<file path="src/rtl/tile_render_ctrl.sv">
// tile_render_ctrl: per-pixel scheduler for the tile background layer.
// Turns DrawX/DrawY plus a per-frame scroll into a tile-map read, a tile-pixel
// ROM read and a palette lookup. RGB is registered with a fixed 4-cycle latency
// at one pixel per clock.
module tile_render_ctrl #(
    parameter int TILE_W     = 16,
    parameter int TILE_H     = 16,
    parameter int MAP_COLS   = 40,
    parameter int MAP_ROWS   = 30,
    parameter int TILE_ID_W  = 4,
    parameter int PIX_IDX_W  = 5,
    parameter int TRANSP_IDX = 0
) (
    input  logic                 Clk,
    input  logic                 Reset,
    input  logic                 frame_start,
    input  logic                 pix_valid_in,
    input  logic [9:0]           DrawX,
    input  logic [9:0]           DrawY,
    input  logic [9:0]           scroll_x,
    input  logic [9:0]           scroll_y,
    input  logic [11:0]          bg_rgb,
    output logic [10:0]          map_addr,
    input  logic [TILE_ID_W-1:0] map_data,
    output logic [TILE_ID_W+$clog2(TILE_H)+$clog2(TILE_W)-1:0] rom_addr,
    input  logic [PIX_IDX_W-1:0] rom_data,
    output logic [PIX_IDX_W-1:0] pal_index,
    input  logic [3:0]           pal_red,
    input  logic [3:0]           pal_green,
    input  logic [3:0]           pal_blue,
    output logic [3:0]           red,
    output logic [3:0]           green,
    output logic [3:0]           blue,
    output logic                 out_valid
);

    localparam int XB     = $clog2(TILE_W);
    localparam int YB     = $clog2(TILE_H);
    localparam int X_SPAN = MAP_COLS * TILE_W;
    localparam int Y_SPAN = MAP_ROWS * TILE_H;

    typedef enum logic {WAIT_FRAME, RUN} state_t;

    state_t state_reg, state_next;
    logic   run;

    // Per-frame latched values
    logic [9:0]  sx_reg, sy_reg;
    logic [11:0] bg_reg;

    // World-space coordinates after the wrap subtract
    logic [10:0] wx_sum, wy_sum, wx, wy, col, row, map_next;

    // Pipeline stage registers; bg travels with each pixel so a pixel keeps
    // the background colour that was in force when it was sampled.
    logic          v1_reg, v2_reg, v3_reg;
    logic [XB-1:0] xlo1_reg, xlo2_reg;
    logic [YB-1:0] ylo1_reg, ylo2_reg;
    logic [11:0]   bg1_reg, bg2_reg, bg3_reg;
    logic [11:0]   rgb_reg;

    // State register
    always_ff @(posedge Clk) begin
        if (Reset) state_reg <= WAIT_FRAME;
        else       state_reg <= state_next;
    end

    // Next state: wait for the first frame_start, then run until reset
    always_comb begin
        state_next = state_reg;
        run        = 1'b0;
        case (state_reg)
            WAIT_FRAME: if (frame_start) state_next = RUN;
            RUN:        run = 1'b1;
            default:    state_next = WAIT_FRAME;
        endcase
    end

    // Latch scroll and background on frame_start; out-of-range scroll becomes 0
    always_ff @(posedge Clk) begin
        if (Reset) begin
            sx_reg <= '0;
            sy_reg <= '0;
            bg_reg <= '0;
        end else if (frame_start) begin
            sx_reg <= ({1'b0, scroll_x} >= 11'(X_SPAN)) ? 10'd0 : scroll_x;
            sy_reg <= ({1'b0, scroll_y} >= 11'(Y_SPAN)) ? 10'd0 : scroll_y;
            bg_reg <= bg_rgb;
        end
    end

    // Scrolled coordinate with a single conditional wrap, then tile col/row
    always_comb begin
        wx_sum   = {1'b0, DrawX} + {1'b0, sx_reg};
        wy_sum   = {1'b0, DrawY} + {1'b0, sy_reg};
        wx       = (wx_sum >= 11'(X_SPAN)) ? wx_sum - 11'(X_SPAN) : wx_sum;
        wy       = (wy_sum >= 11'(Y_SPAN)) ? wy_sum - 11'(Y_SPAN) : wy_sum;
        col      = wx >> XB;
        row      = wy >> YB;
        map_next = row * 11'(MAP_COLS) + col;
    end

    // Stage 1: register map address and in-tile offsets (held while waiting)
    always_ff @(posedge Clk) begin
        if (Reset) begin
            v1_reg   <= 1'b0;
            map_addr <= '0;
            xlo1_reg <= '0;
            ylo1_reg <= '0;
            bg1_reg  <= '0;
        end else begin
            v1_reg  <= pix_valid_in && run;
            bg1_reg <= bg_reg;
            if (run) begin
                map_addr <= map_next;
                xlo1_reg <= wx[XB-1:0];
                ylo1_reg <= wy[YB-1:0];
            end
        end
    end

    // Stages 2 and 3: carry offsets/valid/bg alongside the map and ROM reads
    always_ff @(posedge Clk) begin
        if (Reset) begin
            v2_reg   <= 1'b0;
            v3_reg   <= 1'b0;
            xlo2_reg <= '0;
            ylo2_reg <= '0;
            bg2_reg  <= '0;
            bg3_reg  <= '0;
        end else begin
            v2_reg   <= v1_reg;
            v3_reg   <= v2_reg;
            xlo2_reg <= xlo1_reg;
            ylo2_reg <= ylo1_reg;
            bg2_reg  <= bg1_reg;
            bg3_reg  <= bg2_reg;
        end
    end

    assign rom_addr  = {map_data, ylo2_reg, xlo2_reg};
    assign pal_index = rom_data;

    // Stage 4: choose background for transparent pixels, blank invalid ones
    always_ff @(posedge Clk) begin
        if (Reset) begin
            rgb_reg   <= '0;
            out_valid <= 1'b0;
        end else begin
            out_valid <= v3_reg;
            if (!v3_reg)
                rgb_reg <= '0;
            else if (pal_index == PIX_IDX_W'(TRANSP_IDX))
                rgb_reg <= bg3_reg;
            else
                rgb_reg <= {pal_red, pal_green, pal_blue};
        end
    end

    assign red   = rgb_reg[11:8];
    assign green = rgb_reg[7:4];
    assign blue  = rgb_reg[3:0];

endmodule
</file>
<file path="config.mk">
export PLATFORM = sky130hd
export DESIGN_NAME = tile_render_ctrl
export DESIGN_NICKNAME = d
export VERILOG_FILES = /design/src/rtl/tile_render_ctrl.sv
export SDC_FILE = /design/constraint.sdc
export NUM_CORES = 1
export LEC_CHECK = 0
export CORE_MARGIN = 2
export CORE_UTILIZATION = 46
export DETAILED_ROUTE_END_ITERATION = 8
export PLACE_DENSITY = 0.77
export SYNTH_ARGS = -nofsm -noshare
export SYNTH_HDL_FRONTEND = slang
export SYNTH_SLANG_ARGS = --single-unit
</file>
<file path="constraint.sdc">
create_clock -name Clk -period 4.35 [get_ports Clk]
set_input_delay 0.435 -clock Clk [delete_from_list [all_inputs] [get_ports Clk]]
set_output_delay 0.435 -clock Clk [all_outputs]
set_load 0.1 [all_outputs]
</file>
==> impl_results.rst, run 1 <==
.. list-table::
   :header-rows: 1

   * - Metric
     - Value
   * - Run status
     - finished, final reports clean
   * - Detailed-route wire length per cell
     - 14.4 um
   * - Largest cells by area after synthesis
     - sky130_fd_sc_hd__dfxtp_1 42%, sky130_fd_sc_hd__ha_1 8.0%, sky130_fd_sc_hd__mux2i_1 7.3%
   * - Global-route wire length before repair
     - 20200 um
   * - Async set or reset register ratio after synthesis
     - 0%
   * - Relative contribution of sequential cells to total power
     - 35.3%
   * - Final critical-path setup slack
     - 0.118 ns
   * - Total via count in the routed design
     - 4396
   * - Number of cells produced by synthesis
     - 548
   * - Data required time of the critical path
     - 4.61 ns
   * - Antenna violations before repair
     - 0
   * - Die area
     - 12500 um^2
   * - Total CTS buffers
     - 9
   * - Number of placement rows
     - 39
   * - Share of total power consumed by net switching
     - 35.5%
   * - Number of distinct standard cells referenced by the synthesized netlist
     - 64
   * - Part of the power in the clock network
     - 25.7%
   * - Post-synth EDFFs
     - 0
   * - Global router's overall resource usage
     - 19.6%
   * - Critical-path top delay cell
     - sky130_fd_sc_hd__clkdlybuf4s50_1
   * - Diode count
     - 0
   * - Area share of the largest cell type after synthesis
     - 42.1%
   * - Final Cell Area
     - 7430 um^2
   * - Post-synth top area cell
     - sky130_fd_sc_hd__dfxtp_1
   * - Power per cell area
     - 425 nW/um^2
   * - Crit start category
     - primary input
   * - Hold WC Path Type
     - reg2reg
   * - Worst Path Arrival
     - 4.49 ns
   * - FF+latch count, synth
     - 112
   * - Syn_area_per_cell
     - 9.72 um^2
   * - Maximum fanout along the worst path
     - 4
   * - Leading cell types in the layout, fill and taps excluded
     - 111 x sky130_fd_sc_hd__dfxtp_1, 106 x sky130_fd_sc_hd__clkdlybuf4s50_1, 66 x sky130_fd_sc_hd__nor2_1, 61 x sky130_fd_sc_hd__buf_4, 53 x sky130_fd_sc_hd__nor2b_1
   * - CTS tree
     - yes
   * - Number of search-and-repair iterations in the first detailed-routing pass
     - 4
   * - Number of I/O pins
     - 118
   * - Synth Area in XOR/XNOR
     - 4.21%
   * - Post-synth net total
     - 662
   * - Type of the setup path with the least slack
     - in2reg
   * - Initial standard-cell utilization of the core
     - 46.8%
   * - Final clock period utilization by the worst path
     - 97.3%
   * - Setup clock skew after layout
     - 0.0129 ns
   * - Standard cell core area
     - 11400 um^2
   * - Detailed Route WL
     - 12200 um
   * - Static leakage
     - 0.00306 uW
   * - Layout cells sized above 1
     - 18.0%
   * - Last weighted congestion value of the routability-driven placer
     - 0.875
   * - Endpoint type of the worst setup path
     - register
   * - Post-route setup TNS
     - 0 ns
   * - Slew @ Worst Pin
     - 1.23 ns
   * - Final number of hold-violating endpoints
     - 0
   * - Most common cell after layout, fill and taps aside
     - sky130_fd_sc_hd__dfxtp_1
   * - Number of global-route vias before repair
     - 4399
   * - # port buffers
     - 109
   * - Relative max-transition margin
     - 16.8%
   * - Worst setup slack after placement
     - -0.597 ns
   * - Longest individual stage delay on the worst path
     - 0.44 ns
   * - Total standard cell area after synthesis
     - 5330 um^2
   * - Net switching power of the design
     - 1120 uW
   * - Adder and majority gate portion of the synthesized area
     - 9.12%
   * - Max Fclk
     - 236 MHz
   * - Part of the Yosys area used for sequential elements
     - 42.1%
   * - Master cell of the clock root buffer
     - sky130_fd_sc_hd__clkbuf_16
   * - Starting DRC count in detailed routing
     - 227
   * - Number of nets at the end of the flow
     - 813
   * - Clock sink count
     - 112
   * - RSZ-0062 raised after global routing
     - yes
   * - Fraction of the core area covered by cells at the end of the flow
     - 65.3%
   * - DR DRC count
     - 0
   * - Minimum period implied by the final worst setup slack
     - 4.23 ns
   * - Mux contribution to synthesized area
     - 7.54%
   * - Area growth syn-to-layout
     - 39.5%
   * - Peak ir drop on the vdd network
     - 0.301 mV
   * - Warning count from the yosys run
     - 0
   * - Maximum number of pins on one net before global-route repair
     - 48
   * - Area share of and/or/nand/nor cells after synthesis
     - 18.3%
   * - Area fraction in compound gates after synthesis
     - 14.7%
   * - Max Slew Vio Count
     - 0
   * - Number of vias per cell
     - 5.19
   * - Longest Clk Path Bufs
     - 2
   * - Max Cap Violations
     - 0
   * - Total gr overflow
     - 0
   * - CTS clk-pin slew, worst paths
     - 0.08 ns
   * - Main combinational cell family by area after synthesis
     - simple AND/OR/NAND/NOR gates
   * - Post-DP HPWL
     - 9070 um
   * - Cell Chain, Critical Path
     - clkdlybuf4s50_1, ha_2, o21ai_2, buf_4, o21ai_1, o21ai_1, a211oi_2, and2_1, o21ai_4, nor2b_1, o21ai_2, ha_4, ha_1, a21o_1, a21oi_2, xor2_2, nor2b_1, o32a_1, o311ai_1
   * - Clock latency of the later-clocked register in the worst-skew pair
     - 0.35 ns
   * - Number of failing setup endpoints in the final timing report
     - 0
   * - Internal power summed over all cells
     - 2040 uW
   * - Pwr Total
     - 3160 uW
   * - DIE WIDTH
     - 112 um
   * - Most frequently used flop master after synthesis
     - sky130_fd_sc_hd__dfxtp_1
   * - Cell area after placement
     - 6980 um^2
   * - Die height
     - 112 um
   * - Remaining antenna violation count after routing
     - 0
   * - H-tree Lvls
     - 3
   * - Combinational cell fraction of total power
     - 39.0%
critical path: cells and delay by family:
family	cells	cell delay (ns)
AOI/OAI and AO/OA	10	1.74
xor gates and xnor gates	1	0.23
adders and majority gates	3	0.95
buffers and inverters	2	0.57
and+or+nand+nor	3	0.57
power by group through the flow:
| stage | logic (uW) | clock network (uW) | registers, uW |
|---|---|---|---|
| 6_report | 1230 | 811 | 1110 |
| 5_1_grt | 1320 | 863 | 1120 |
| 4_1_cts | 1180 | 828 | 1110 |
| 3_5_place_dp | 1140 | 0 | 1140 |
| 3_3_place_gp | 1110 | 0 | 1140 |
| 2_1_floorplan | 571 | 0 | 1350 |
cell usage after synthesis, types with 9 or more instances:
cell / n
sky130_fd_sc_hd__a21oi_1: 24
sky130_fd_sc_hd__a22o_1: 16
sky130_fd_sc_hd__buf_4: 9
sky130_fd_sc_hd__clkbuf_1: 19
sky130_fd_sc_hd__dfxtp_1: 112
sky130_fd_sc_hd__ha_1: 34
sky130_fd_sc_hd__inv_1: 16
sky130_fd_sc_hd__mux2i_1: 39
sky130_fd_sc_hd__nand2_1: 16
sky130_fd_sc_hd__nor2_1: 67
sky130_fd_sc_hd__nor2b_1: 53
sky130_fd_sc_hd__o21ai_0: 11
sky130_fd_sc_hd__xnor2_1: 11
sky130_fd_sc_hd__xor2_1: 9
what timing repair did:
action,in CTS,in global routing
pin swaps,14,20
setup buffers,4,0
setup endpoints to repair,4,4
endpoints found under the hold margin,0,0
gates resized for setup,8,15
cloned,0,0
hold buffers,0,0
area by class of cell:
class / count / area [um^2]
Inverter: 17 / 63.8
Multi-Input combinational cell: 388 / 3090
Clock buffer: 9 / 225
Clock inverter: 7 / 73.8
Fill cell: 911 / 3940
Tap cell: 143 / 179
Timing Repair Buffer: 171 / 1550
Sequential cell: 112 / 2240
per-layer routing:
layer / part of all wire (%) / up-vias / global-route usage, %
li1: - / 2203 / -
met1: 43 / 2062 / 23.7
met2: 51 / 117 / 35.6
met3: 4.9 / 14 / 3.92
met4: 1.2 / 0 / 4.94
met5: 0 / - / 0
cells by family (layout without fill, tap and decap cells):
logic type	Yosys count	after routing
xor gates and xnor gates	23	23
DFF	112	112
buffers and inverters	48	204
adders and majority gates	37	37
AOI/OAI and AO/OA	101	101
and+or+nand+nor	187	187
muxes	40	40
through the flow:
stage                     hold slack (ns)  instances
after CTS                           0.437        847
after global placement              0.415        827
after floorplan                     0.414        548
final                               0.436        847
after global routing                0.446        847
after detailed placement            0.422        827
final timing paths:
kind / endpoint / slack (ns) / depth (start not counted) / from
worst max-delay path: map_addr[10] / 0.12 / 19 / DrawY[2]
worst min-delay path: bg2_reg[11] / 0.44 / 1 / bg1_reg[11]
worst max register to register: map_addr[10] / 0.12 / 20 / sy_reg[0]
worst min register to register: bg2_reg[11] / 0.44 / 1 / bg1_reg[11]
(Power assumes the default switching activity.)
==> run 2, diff against run 1 <==
Clock period 4.35 ns to 3.45 ns, I/O delays scaled along.
==> run 2 against run 1 <==
The run now ends with setup timing left. Via count increased by 3.8%. Global-route usage increased by 1.0 points. Clock power increased by 38%. Sequential share of layout area decreased by 2.1 points. Clock-buffer cell count unchanged. Critical path type is now reg2reg.
==> impl_results.rst, run 2 (synthesized netlist as in run 1, its figures left out) <==
.. list-table::
   :header-rows: 1

   * - Metric
     - Value
   * - Last weighted congestion value of the routability-driven placer
     - 0.878
   * - Violations in the final reports
     - setup timing
   * - Power per cell area
     - 540 nW/um^2
   * - Master cell of the clock root buffer
     - sky130_fd_sc_hd__clkbuf_16
   * - Antenna violations before repair
     - 0
   * - Standard cell core area
     - 11400 um^2
   * - Post-DP HPWL
     - 9250 um
   * - Minimum period implied by the final worst setup slack
     - 4.21 ns
   * - Endpoint type of the worst setup path
     - register
   * - Max Cap Violations
     - 0
   * - # port buffers
     - 109
   * - Run status
     - complete, but fails checks
   * - Slew @ Worst Pin
     - 1.12 ns
   * - Remaining antenna violation count after routing
     - 0
   * - Worst Path Arrival
     - 4.48 ns
   * - Number of placed instances, taps included
     - 869
   * - Maximum fanout along the worst path
     - 4
   * - Detailed Route WL
     - 12600 um
   * - Max Fclk
     - 237 MHz
   * - Number of search-and-repair iterations in the first detailed-routing pass
     - 5
   * - Number of placement rows
     - 39
   * - Peak ir drop on the vdd network
     - 0.365 mV
   * - Clock sink count
     - 112
   * - Final number of hold-violating endpoints
     - 0
   * - Number of global-route vias before repair
     - 4662
   * - Total gr overflow
     - 0
   * - Number of failing setup endpoints in the final timing report
     - 6
   * - Type of the setup path with the least slack
     - reg2reg
   * - Detailed-route wire length per cell
     - 14.2 um
   * - Crit start category
     - register
   * - Die height
     - 112 um
   * - Count of non-filler cells in the finished layout
     - 891
   * - Number of nets at the end of the flow
     - 857
   * - Total via count in the routed design
     - 4563
   * - Longest Clk Path Bufs
     - 2
   * - Hold WC Path Type
     - reg2reg
   * - DR DRC count
     - 0
   * - Die area
     - 12500 um^2
   * - Final critical-path setup slack
     - -0.765 ns
   * - Area growth syn-to-layout
     - 49.7%
   * - Starting DRC count in detailed routing
     - 177
   * - Global router's overall resource usage
     - 20.6%
   * - DIE WIDTH
     - 112 um
   * - Pwr Total
     - 4310 uW
   * - Number of vias per cell
     - 5.12
   * - Number of I/O pins
     - 118
   * - CTS clk-pin slew, worst paths
     - 0.08 ns
   * - Global-route wire length before repair
     - 21000 um
   * - Leading cell types in the layout, fill and taps excluded
     - 111 x sky130_fd_sc_hd__dfxtp_1, 106 x sky130_fd_sc_hd__buf_4, 101 x sky130_fd_sc_hd__clkdlybuf4s50_1, 66 x sky130_fd_sc_hd__nor2_1, 53 x sky130_fd_sc_hd__nor2b_1
   * - Layout cells sized above 1
     - 26.2%
   * - Maximum number of pins on one net before global-route repair
     - 40
   * - Max Slew Vio Count
     - 0
   * - Fin Hold WS
     - 0.439 ns
   * - Static leakage
     - 0.00333 uW
   * - Data required time of the critical path
     - 3.71 ns
   * - Clock latency of the later-clocked register in the worst-skew pair
     - 0.36 ns
   * - CTS tree
     - yes
   * - Initial standard-cell utilization of the core
     - 46.8%
   * - Setup clock skew after layout
     - 0.0121 ns
   * - H-tree Lvls
     - 3
   * - Total of hold buffers inserted after clock tree synthesis
     - 0
   * - Total CTS buffers
     - 9
   * - Relative max-transition margin
     - 25.3%
   * - Diode count
     - 0
   * - Final clock period utilization by the worst path
     - 122%
   * - RSZ-0062 raised after global routing
     - yes
   * - Fill cell instance count of the final layout
     - 851
   * - Most common cell after layout, fill and taps aside
     - sky130_fd_sc_hd__dfxtp_1
run 2: critical path, cell delays in order (launching register included):
cell and delay (ns):
sky130_fd_sc_hd__dfxtp_2 0.36, sky130_fd_sc_hd__ha_4 0.14, sky130_fd_sc_hd__inv_2 0.04, sky130_fd_sc_hd__fa_2 0.36, sky130_fd_sc_hd__nand2b_4 0.15, sky130_fd_sc_hd__a211o_1 0.29
sky130_fd_sc_hd__nand2_2 0.11, sky130_fd_sc_hd__xor2_4 0.24, sky130_fd_sc_hd__ha_4 0.19, sky130_fd_sc_hd__a41oi_4 0.05, sky130_fd_sc_hd__o21ai_4 0.24, sky130_fd_sc_hd__mux2_4 0.36
sky130_fd_sc_hd__ha_4 0.17, sky130_fd_sc_hd__ha_4 0.15, sky130_fd_sc_hd__fa_2 0.35, sky130_fd_sc_hd__a21o_1 0.17, sky130_fd_sc_hd__a21oi_2 0.12, sky130_fd_sc_hd__xnor2_1 0.14
sky130_fd_sc_hd__xnor2_1 0.12, sky130_fd_sc_hd__o32a_1 0.30, sky130_fd_sc_hd__o311ai_1 0.07
run 2: path summary, 6_finish.rpt:
check	startpoint	end	slack, ns	cells after the start
worst max-delay path	sy_reg[0]	map_addr[10]	-0.76	20
worst max register to register	sy_reg[0]	map_addr[10]	-0.76	20
worst min register to register	bg1_reg[4]	bg2_reg[4]	0.44	1
worst min-delay path	bg1_reg[4]	bg2_reg[4]	0.44	1
run 2: repair_timing:
| action | 4_1_cts | 5_1_grt |
|---|---|---|
| gates resized for setup | 32 | 16 |
| buffers inserted | 3 | 3 |
| endpoints found under the hold margin | 0 | 0 |
| pin swaps | 27 | 27 |
| setup endpoints to repair | 7 | 7 |
run 2: area by class of cell:
class	count	area [um^2]	share of cell area (%)
clock buffer	9	225	2.82
multi-input combinational	388	3270	41.0
timing repair buffer	215	1890	23.7
inverter	17	63.8	0.800
sequential	112	2240	28.1
clock inverter	7	108	1.35
tap	143	179	2.24
run 2: power breakdown:
part           internal, uW  total [uW]  switching, uW
Combinational           845        1780            937
Clock                   591        1120            530
Sequential             1370        1400           37.2
Total                  2800        4310           1500
run 2: metal layers:
layer	vias to the layer above	track usage (%)	part of all wire [%]
met5	-	0	0
met4	0	7.65	1.8
met3	20	3.38	3.9
met2	107	38.3	51
met1	2146	23.6	43
li1	2290	-	-
run 2: stage by stage:
stage | instance area [um^2] | worst slack (ns) | TNS (ns) | util, %
2_1_floorplan | 5480 | -0.722 | -2.61 | -
3_3_place_gp | 7340 | -1.29 | -6.75 | 64.5
3_5_place_dp | 7340 | -1.42 | -7.43 | 64.5
4_1_cts | 7870 | -0.765 | -2.90 | 69.2
5_1_grt | 7970 | -0.933 | -4.05 | 70.1
6_report | 7970 | -0.765 | -3.04 | 70.1
